## config.mk

```make
export PLATFORM = sky130hd
export DESIGN_NAME = fcw_glide_ctrl_flat
export DESIGN_NICKNAME = d
export VERILOG_FILES = /design/src/rtl/fcw_glide_ctrl_if.sv /design/src/rtl/fcw_glide_ctrl.sv /design/src/flat_wrapper.sv
export SDC_FILE = /design/constraint.sdc
export NUM_CORES = 1
export LEC_CHECK = 0
export ABC_AREA = 1
export BUFFER_PORTS_ARGS = -buffer_cell sky130_fd_sc_hd__buf_4
export CORE_UTILIZATION = 41
export DETAILED_ROUTE_END_ITERATION = 6
export PLACE_DENSITY = 0.83
export SLEW_MARGIN = 15
export SYNTH_ARGS = -nofsm -noshare
export SYNTH_HDL_FRONTEND = slang
export SYNTH_SLANG_ARGS = --single-unit
```

## constraint.sdc

```tcl
create_clock -name clk -period 2.6 [get_ports clk]
set_input_delay 0.26 -clock clk [delete_from_list [all_inputs] [get_ports clk]]
set_output_delay 0.26 -clock clk [all_outputs]
set_load 0.01 [all_outputs]
```

## src/rtl/fcw_glide_ctrl_if.sv

```systemverilog
// Request channel for fcw_glide_ctrl: target FCW, ramp step and valid/ready handshake.
interface fcw_glide_ctrl_if;
    localparam int unsigned FCW_W = 24;

    logic [FCW_W-1:0] tgt_fcw;
    logic [FCW_W-1:0] tgt_step;
    logic             tgt_valid;
    logic             tgt_ready;

    modport master (output tgt_fcw, output tgt_step, output tgt_valid, input tgt_ready);
    modport slave  (input tgt_fcw, input tgt_step, input tgt_valid, output tgt_ready);
endinterface

```

## src/rtl/fcw_glide_ctrl.sv

```systemverilog
// FCW glide controller: steps fcw toward a requested target once every TICK_DIV cycles.
// Define FCW_GLIDE_EN to enable ramping; without it every request jumps fcw immediately.
module fcw_glide_ctrl #(
    parameter int unsigned TICK_DIV = 1000,
    parameter logic [23:0] INIT_FCW = 24'd0
) (
    input  logic                clk,
    input  logic                reset,
    fcw_glide_ctrl_if.slave     req,
    output logic [23:0]         fcw,
    output logic                busy,
    output logic                settled
);
    localparam int unsigned FCW_W = 24;

    logic ready_q;
    logic accept;

    assign req.tgt_ready = ready_q;
    assign accept        = req.tgt_valid && ready_q;

`ifdef FCW_GLIDE_EN
    localparam int unsigned CNT_W = 16;

    typedef enum logic [1:0] {IDLE, RAMP, DONE} state_t;

    state_t             state;
    logic [CNT_W-1:0]   tick_cnt;
    logic [FCW_W-1:0]   tgt_q;
    logic [FCW_W-1:0]   step_q;
    logic               tick;
    logic               tgt_above;
    logic [FCW_W:0]     dist;

    // Distance to target at 25 bits so the final step can be clamped without wrap.
    assign tick      = (tick_cnt == CNT_W'(TICK_DIV - 1));
    assign tgt_above = (tgt_q > fcw);
    assign dist      = tgt_above ? ({1'b0, tgt_q} - {1'b0, fcw})
                                 : ({1'b0, fcw} - {1'b0, tgt_q});

    always_ff @(posedge clk) begin
        if (!reset) begin
            state    <= IDLE;
            fcw      <= INIT_FCW;
            tgt_q    <= INIT_FCW;
            step_q   <= '0;
            tick_cnt <= '0;
            ready_q  <= 1'b0;
            busy     <= 1'b0;
            settled  <= 1'b0;
        end else begin
            case (state)
                IDLE: begin
                    {busy, settled, ready_q} <= 3'b001;
                    if (accept) begin
                        tgt_q    <= req.tgt_fcw;
                        step_q   <= req.tgt_step;
                        tick_cnt <= '0;
                        if ((req.tgt_fcw == fcw) || (req.tgt_step == '0)) begin
                            fcw                      <= req.tgt_fcw;
                            state                    <= DONE;
                            {busy, settled, ready_q} <= 3'b010;
                        end else begin
                            state                    <= RAMP;
                            {busy, settled, ready_q} <= 3'b101;
                        end
                    end
                end
                RAMP: begin
                    tick_cnt <= tick ? '0 : tick_cnt + CNT_W'(1);
                    if (tick) begin
                        if (dist <= {1'b0, step_q}) begin
                            fcw                      <= tgt_q;
                            state                    <= DONE;
                            {busy, settled, ready_q} <= 3'b010;
                        end else if (tgt_above) begin
                            fcw <= fcw + step_q;
                        end else begin
                            fcw <= fcw - step_q;
                        end
                    end
                    // Retarget keeps the tick phase; a zero step jumps and wins over a same-edge tick.
                    if (accept) begin
                        tgt_q  <= req.tgt_fcw;
                        step_q <= req.tgt_step;
                        if (req.tgt_step == '0) begin
                            fcw                      <= req.tgt_fcw;
                            state                    <= DONE;
                            {busy, settled, ready_q} <= 3'b010;
                        end
                    end
                end
                DONE: begin
                    state                    <= IDLE;
                    {busy, settled, ready_q} <= 3'b001;
                end
                default: begin
                    state                    <= IDLE;
                    {busy, settled, ready_q} <= 3'b001;
                end
            endcase
        end
    end
`else
    localparam int unsigned unused_tick_div = TICK_DIV;

    typedef enum logic {IDLE, DONE} state_t;

    state_t state;
    logic   unused_step;

    assign unused_step = ^req.tgt_step;
    assign busy        = 1'b0;

    // Without gliding every accepted request is an immediate jump.
    always_ff @(posedge clk) begin
        if (!reset) begin
            state   <= IDLE;
            fcw     <= INIT_FCW;
            ready_q <= 1'b0;
            settled <= 1'b0;
        end else begin
            case (state)
                IDLE: begin
                    {settled, ready_q} <= 2'b01;
                    if (accept) begin
                        fcw                <= req.tgt_fcw;
                        state              <= DONE;
                        {settled, ready_q} <= 2'b10;
                    end
                end
                DONE: begin
                    state              <= IDLE;
                    {settled, ready_q} <= 2'b01;
                end
                default: begin
                    state              <= IDLE;
                    {settled, ready_q} <= 2'b01;
                end
            endcase
        end
    end
`endif
endmodule

```

## src/flat_wrapper.sv

```systemverilog
// flat-port wrapper written by rule: the top's interface ports become plain ports
module fcw_glide_ctrl_flat 
#(
    parameter int unsigned TICK_DIV = 1000,
    parameter logic [23:0] INIT_FCW = 24'd0
)
  (clk, reset, fcw, busy, settled, req_tgt_fcw, req_tgt_step, req_tgt_valid, req_tgt_ready);
  fcw_glide_ctrl_if req_i ();
  input  logic clk;
  input  logic reset;
  output logic [23:0] fcw;
  output logic busy;
  output logic settled;
  input wire logic [$bits(req_i.tgt_fcw)-1:0] req_tgt_fcw;
  input wire logic [$bits(req_i.tgt_step)-1:0] req_tgt_step;
  input wire logic [$bits(req_i.tgt_valid)-1:0] req_tgt_valid;
  output wire logic [$bits(req_i.tgt_ready)-1:0] req_tgt_ready;
  assign req_i.tgt_fcw = req_tgt_fcw;
  assign req_i.tgt_step = req_tgt_step;
  assign req_i.tgt_valid = req_tgt_valid;
  assign req_tgt_ready = req_i.tgt_ready;
  fcw_glide_ctrl #(.TICK_DIV(TICK_DIV), .INIT_FCW(INIT_FCW)) u_core (.clk(clk), .reset(reset), .req(req_i), .fcw(fcw), .busy(busy), .settled(settled));
endmodule
```

* Word level (Yosys, flattened, before mapping)
Cells that the tools add are included.
** Word-level totals
- Flip-flop bits (word level) :: 26
- Latch bits :: 0
- RAM bits :: 0
- ROM bits :: 0
- Bits of input ports :: 51
- Output and inout bits :: 27
- Memories :: 0
** Cells by class
- $add $sub $neg :: 0
- $mul :: 0
- Div/mod/pow operators :: 0
- Magnitude comparators :: 0
- Equality and inequality tests :: 0
- Shifts and indexed selects :: 0
- Mux-type cells :: 4
- Bitwise gates (word level) :: 1
- Reductions and logical operators :: 2
** Operator list (number)
- $pmux 1 s2 :: 2
- $mux 1 :: 2
- $reduce_and 2->1 :: 1
- $logic_and 1x1->1 :: 1
- $not 1->1 :: 1

* Longest topological paths before layout
Gate-level depths: netlist (run 1).
- Depth after elaboration :: 3
- Depth in mapped cells :: 6

* Least setup slack after synthesis (run 1)
OpenSTA, ideal clock, no wires.
- Kind :: register to register
- Start :: register u_core.ready_q, in the netlist u_core.req.tgt_ready
- End :: register u_core.fcw[0]
- Library setup time :: 0.058 ns
- Data arrival time :: 0.908 ns
- Slack :: 1.634 ns
- Cell stages (with the launch flop) :: 6
- Path buffers :: 1
- Clock period less this slack :: 0.966 ns
- Cell sequence :: dfxtp_1 nand2_1 inv_2 buf_2 nand3_1 nand2_1
** Between the ends
- Cells in the longest elaborated chain, start to end :: 2
** Ends and longest elaborated chain
- start, declared :: line fcw_glide_ctrl.sv:16 : logic ready_q;
- start signal, assigned :: line fcw_glide_ctrl.sv:120 : ready_q <= 1'b0;
- start signal, assigned :: line fcw_glide_ctrl.sv:125 : {settled, ready_q} <= 2'b01;
- start signal, assigned :: line fcw_glide_ctrl.sv:129 : {settled, ready_q} <= 2'b10;
- $logic_and 1x1->1 :: line fcw_glide_ctrl.sv:20 : assign accept = req.tgt_valid && ready_q;
- $reduce_and 2->1 (no line)
- end signal, assigned :: line fcw_glide_ctrl.sv:127 : fcw <= req.tgt_fcw;
- end, declared :: line fcw_glide_ctrl.sv:10 : output logic [23:0] fcw,
No other way between the ends.
A chain may end at the register's enable or synchronous reset.

==> impl_metrics.env, run 1 <==
export IMPL_status="completed"
export IMPL_leakagePower_nw=0.733
export IMPL_critical_path_buf_inv_count=1
export IMPL_setup_reg_to_reg_worst_slack_ns=1.48
export IMPL_synthesized_net_count=168
export IMPL_worst_endpoint_arrival_ns=0.99
export IMPL_worst_setup_path_start_kind="flop"
export IMPL_holdBufCountCts=0
export IMPL_worst_path_largest_cell_delay_ns=0.49
export IMPL_crit_cells=1
export IMPL_synth_yosys_seq_area_share_pct=52.2
export IMPL_worstPathRequired_ns=2.34
export IMPL_rows=17
export IMPL_final_util_pct=61.9
export IMPL_die_area_mm2=0.00263
export IMPL_grt_start_max_net_pins=26
export IMPL_layout_cells_most_common_list="buf_4, nand3_1, dfxtp_1"
export IMPL_global_route_overflow_total=0
export IMPL_destination_of_the_worst_hold_path="u_core.fcw[19]"
export IMPL_cpMaxStageDelayCell="dfxtp_1"
export IMPL_p_comb_share_pct=14.5
export IMPL_layout_cells_most_common="buf_4"
export IMPL_chipHeight_um=51.3
export IMPL_total_negative_setup_slack_ns=0
export IMPL_power_clock_fraction_pct=33.5
export IMPL_largest_fanout_of_any_net_on_the_critical_path=3
export IMPL_fin_hold_ws_ns=0.152
export IMPL_worst_skew_pair_late_latency_ns=0.32
export IMPL_r2r_worst_path_cells=4
export IMPL_powerDensity_mw_per_mm2=594
export IMPL_die_width_um=51.3
export IMPL_slew_violations=0
export IMPL_fin_nets=215
export IMPL_postPlaceCellArea_mm2=0.00134
export IMPL_cts_max_path_buffers=2
export IMPL_number_of_antenna_violations_at_the_first_check_in_global_routing=0
export IMPL_final_area_mm2=0.00140
export IMPL_timing_critical_path_cells="buf_4"
export IMPL_ff_latch_count_synth=26
export IMPL_cap_violations=0
export IMPL_fin_worst_skew_ns=0.00574
export IMPL_port_buffers=52
export IMPL_power_internal_mw=0.635
export IMPL_rsz0062_at_grt="false"
export IMPL_area_growth_pct=40.0
export IMPL_htree_levels=1
export IMPL_drt_wirelength_per_cell_um=12.6
export IMPL_pin_count=78
export IMPL_post_cts_sizing_count=0
export IMPL_globalplace_congestion=0.678
export IMPL_multiInputGateArea_um2=384
export IMPL_hp_start="req_tgt_fcw[19]"
export IMPL_layout_drive_gt1_share_pct=37.4
export IMPL_antenna_cells=0
export IMPL_path_clk_slew_ns=0.15
export IMPL_fraction_of_power_spent_switching_nets_pct=23.4
export IMPL_detail_route_first_pass_iterations=4
export IMPL_grt_pass1_vias=905
export IMPL_total_number_of_yosys_warnings=0
export IMPL_synth_cell_types=13
export IMPL_initial_utilization_pct=44.2
export IMPL_critical_path_top_delay_family="flip-flops"
export IMPL_synth_cell_area_um2=997
export IMPL_capturing_point_of_the_worst_reg2reg_path="u_core.fcw[9]"
export IMPL_worst_ir_drop_vdd_uv=318
export IMPL_via_to_cell_ratio=5.05
export IMPL_finalWirelength_um=2400
export IMPL_tritoncts="built"
export IMPL_sequential_cell_area_um2=520
export IMPL_cts_num_sinks=26
export IMPL_switching_power_mw=0.194
export IMPL_clockRootBuffer="clkbuf_4"
export IMPL_critical_path_class="reg -> out"
export IMPL_dp_slack_ns=1.43
export IMPL_final_layout_fill_cell_count=227
export IMPL_worstHoldPathType="in -> reg"
export IMPL_syn_inst=117
export IMPL_period_share_pct=48.0
export IMPL_worst_setup_path_end_kind="primary output"
export IMPL_post_synth_cell_area_avg_um2=8.52
export IMPL_core_area_mm2=0.00225
export IMPL_tritoncts_buffers=3
export IMPL_setup_viol_count_final=0
export IMPL_grt_pass1_wl_um=3780
export IMPL_hpwl_um=1660
export IMPL_timing_fmax_mhz=800
export IMPL_drt_iter0_markers=21
export IMPL_min_path_cells=3
export IMPL_hold_viol_final=0
export IMPL_crit_reg2reg_launch="u_core.req.tgt_ready"
export IMPL_final_setup_worst_slack_ns=1.35
export IMPL_postCtsSetupBuffers=0
export IMPL_p_seq_share_pct=52.0
export IMPL_antenna_left=0
export IMPL_layout_min_cycle_time_ns=1.25
export IMPL_grt_usage_pct=19.4
export IMPL_route_detailed_drc=0
export IMPL_vias=964
state kept, by name (all words and copies together) (netlist names):
| register | flops |
|---|---|
| u_core.fcw | 24 |
| u_core.req.tgt_ready | 1 |
| u_core.state | 1 |
worst max-delay path by stage:
stage	from	end	slack, ns
final	u_core.state	settled	1.35
after global routing	u_core.state	settled	1.30
after CTS	u_core.state	settled	1.34
after detailed placement	reset	u_core.fcw[9]	1.43
after global placement	reset	u_core.fcw[5]	1.46
after floorplan	u_core.req.tgt_ready	u_core.fcw[0]	1.63
per-stage QoR:
| stage | total power [mW] | cells |
|---|---|---|
| final | 0.829 | 191 |
| after CTS | 0.836 | 191 |
| after global routing | 0.865 | 191 |
| after detailed placement | 0.561 | 187 |
| after floorplan | 0.501 | 117 |
| after global placement | 0.557 | 187 |
metal layers:
metal | up-vias | routed length (um) | track usage, %
met2 | 39 | 1200 | 35.3
met5 | - | 0 | 0
met4 | 0 | 0 | 6.76
li1 | 481 | - | -
met1 | 444 | 1040 | 22.1
met3 | 0 | 159 | 4.17
cell usage after synthesis (all sizes together):
cell type | count | area, um^2
nand3 | 49 | 258
conb | 1 | 3.75
inv | 3 | 13.8
buf | 10 | 78.8
dfxtp | 26 | 521
nor2 | 2 | 23.8
a21oi | 1 | 5.00
nand2 | 25 | 93.8
power by group through the flow:
| stage | clock network (mW) | registers [mW] | logic, mW |
|---|---|---|---|
| after floorplan | 0 | 0.448 | 0.0526 |
| after global placement | 0 | 0.439 | 0.118 |
| after detailed placement | 0 | 0.440 | 0.121 |
| after CTS | 0.283 | 0.431 | 0.121 |
| after global routing | 0.300 | 0.434 | 0.131 |
| final | 0.277 | 0.431 | 0.121 |
layout make-up:
class | count | area share [%]
clock inverter | 1 | 2.15
tap | 28 | 2.51
inverter | 3 | 0.986
clock buffer | 3 | 1.61
timing repair buffer | 52 | 28.0
sequential | 26 | 37.3
multi-input combinational | 78 | 27.5
cell families after synthesis:
kind of cell | Yosys count | synth area share (%)
buf+inv | 13 | 9.28
other cells | 1 | 0.376
flops | 26 | 52.2
simple gates | 76 | 37.6
compound gates | 1 | 0.501
(Power assumes the default switching activity.)
==> run 2: changes to the inputs <==
CORE_UTILIZATION = 38   (was 41)
PLACE_DENSITY = 0.78   (was 0.83)
clock period = 1.15 ns   (was 2.6 ns; I/O delays follow)
==> run 2 against run 1 <==
Net effect: die area rose by 7.6%; hold slack lost 0.14 ns; sequential share of layout area shrank 0.60 points; power rose by 130%; critical endpoint unchanged; sequential cell count unchanged; clock skew is 0.0035 ns higher; critical path type unchanged.
==> impl_metrics.env, run 2 (synthesized netlist as in run 1, its figures left out) <==
export IMPL_path_clk_slew_ns=0.14
export IMPL_drt_wirelength_per_cell_um=12.6
export IMPL_largest_register_ff_count=24
export IMPL_antenna_cells=0
export IMPL_tritoncts_buffers=3
export IMPL_cts_max_path_buffers=2
export IMPL_htree_levels=1
export IMPL_worst_endpoint_arrival_ns=0.98
export IMPL_layout_cells_most_common_list="buf_4, nand3_1, nand2_1, dfxtp_1, clkbuf_4"
export IMPL_worstHoldPathType="in -> reg"
export IMPL_detail_route_first_pass_iterations=4
export IMPL_chipHeight_um=53.2
export IMPL_layout_cells_most_common="buf_4"
export IMPL_port_buffers=52
export IMPL_vias=965
export IMPL_antenna_left=0
export IMPL_worstPathRequired_ns=1.03
export IMPL_grt_start_max_net_pins=26
export IMPL_cts_num_sinks=26
export IMPL_drt_iter0_markers=23
export IMPL_worst_ir_drop_vdd_uv=823
export IMPL_grt_pass1_vias=886
export IMPL_tritoncts="built"
export IMPL_total_negative_setup_slack_ns=0
export IMPL_largest_fanout_of_any_net_on_the_critical_path=3
export IMPL_globalplace_congestion=0.652
export IMPL_critical_path_class="reg -> out"
export IMPL_period_share_pct=94.8
export IMPL_layout_cells_excl_fill=195
export IMPL_die_width_um=53.2
export IMPL_cpMaxStageDelayCell="dfxtp_1"
export IMPL_critical_path_top_delay_family="flip-flops"
export IMPL_leakagePower_nw=0.740
export IMPL_global_route_overflow_total=0
export IMPL_slew_violations=0
export IMPL_initial_utilization_pct=40.3
export IMPL_worst_setup_path_start_kind="flop"
export IMPL_placed_cells_incl_taps=190
export IMPL_postPlaceCellArea_mm2=0.00135
export IMPL_via_to_cell_ratio=4.95
export IMPL_powerDensity_mw_per_mm2=1310
export IMPL_layout_min_cycle_time_ns=1.09
export IMPL_core_area_mm2=0.00248
export IMPL_final_area_mm2=0.00142
export IMPL_fin_worst_skew_ns=0.00924
export IMPL_final_layout_fill_cell_count=238
export IMPL_status="completed"
export IMPL_largest_register="u_core.fcw"
export IMPL_worst_path_largest_cell_delay_ns=0.49
export IMPL_finalWirelength_um=2470
export IMPL_hold_viol_final=0
export IMPL_setup_viol_count_final=0
export IMPL_grt_pass1_wl_um=3860
export IMPL_area_growth_pct=42.7
export IMPL_worst_setup_path_end_kind="primary output"
export IMPL_timing_critical_path_cells="buf_4"
export IMPL_hpwl_um=1620
export IMPL_route_detailed_drc=0
export IMPL_die_area_mm2=0.00283
export IMPL_fin_nets=217
export IMPL_timing_fmax_mhz=917
export IMPL_critical_path_buf_inv_count=1
export IMPL_grt_usage_pct=18.7
export IMPL_layout_drive_gt1_share_pct=38.8
export IMPL_rsz0062_at_grt="false"
export IMPL_worst_skew_pair_late_latency_ns=0.31
export IMPL_rows=18
export IMPL_number_of_antenna_violations_at_the_first_check_in_global_routing=0
export IMPL_cap_violations=0
export IMPL_pin_count=78
export IMPL_clockRootBuffer="clkbuf_4"
-- run 2: layout make-up --
cell class              count  area (um^2)  area share [%]
flip-flops and latches     26          522            36.7
clock buffers               3         22.5            1.58
repair buffers             53          398            28.0
inverters                   3         18.8            1.32
well taps                  30         37.5            2.64
clock inverters             1         30.0            2.11
multi-input cells          79          394            27.7
-- run 2: what timing repair did --
item                                    in CTS  in global routing
resized for setup                            0                  4
endpoints found under the setup margin       0                 25
buffers inserted                             0                  0
hold buffers                                 0                  0
endpoints found under the hold margin        0                  0
-- run 2: metal layers --
layer | vias to the layer above | GRT usage [%] | share of wire, %
met3 | 2 | 2.59 | 7.4
met5 | - | 0 | 0
met1 | 431 | 22.5 | 44
met2 | 43 | 32.9 | 48
li1 | 489 | - | -
met4 | 0 | 7.02 | 0.49
-- run 2: path summary, 6_finish.rpt --
kind	slack (ns)	cells past startpoint	endpoint	startpoint
worst min register to register	0.47	2	u_core.fcw[7]	u_core.fcw[7]
worst max register to register	0.07	4	u_core.fcw[21]	u_core.state
worst min-delay path	0.02	3	u_core.fcw[6]	req_tgt_fcw[6]
worst max-delay path	0.06	1	settled	u_core.state
-- run 2: metrics by stage --
step / power (mW) / hold WS (ns) / setup WS [ns] / util (%)
2_1_floorplan: 1.13 / 0.257 / 0.184 / -
3_5_place_dp: 1.27 / 0.347 / 0.0768 / 54.6
4_1_cts: 1.88 / 0.00242 / 0.0454 / 56.8
3_3_place_gp: 1.26 / 0.342 / 0.124 / 54.6
5_1_grt: 1.95 / 0.000999 / 0.0136 / 57.4
6_report: 1.87 / 0.0150 / 0.0595 / 57.4
-- run 2: power breakdown --
group / switching, mW / total, mW / internal (mW) / leakage (nW)
clock network: 0.258 / 0.610 / 0.352 / 0.0279
registers: 0.0294 / 0.976 / 0.947 / 0.213
logic: 0.141 / 0.283 / 0.142 / 0.499
total: 0.428 / 1.87 / 1.44 / 0.740
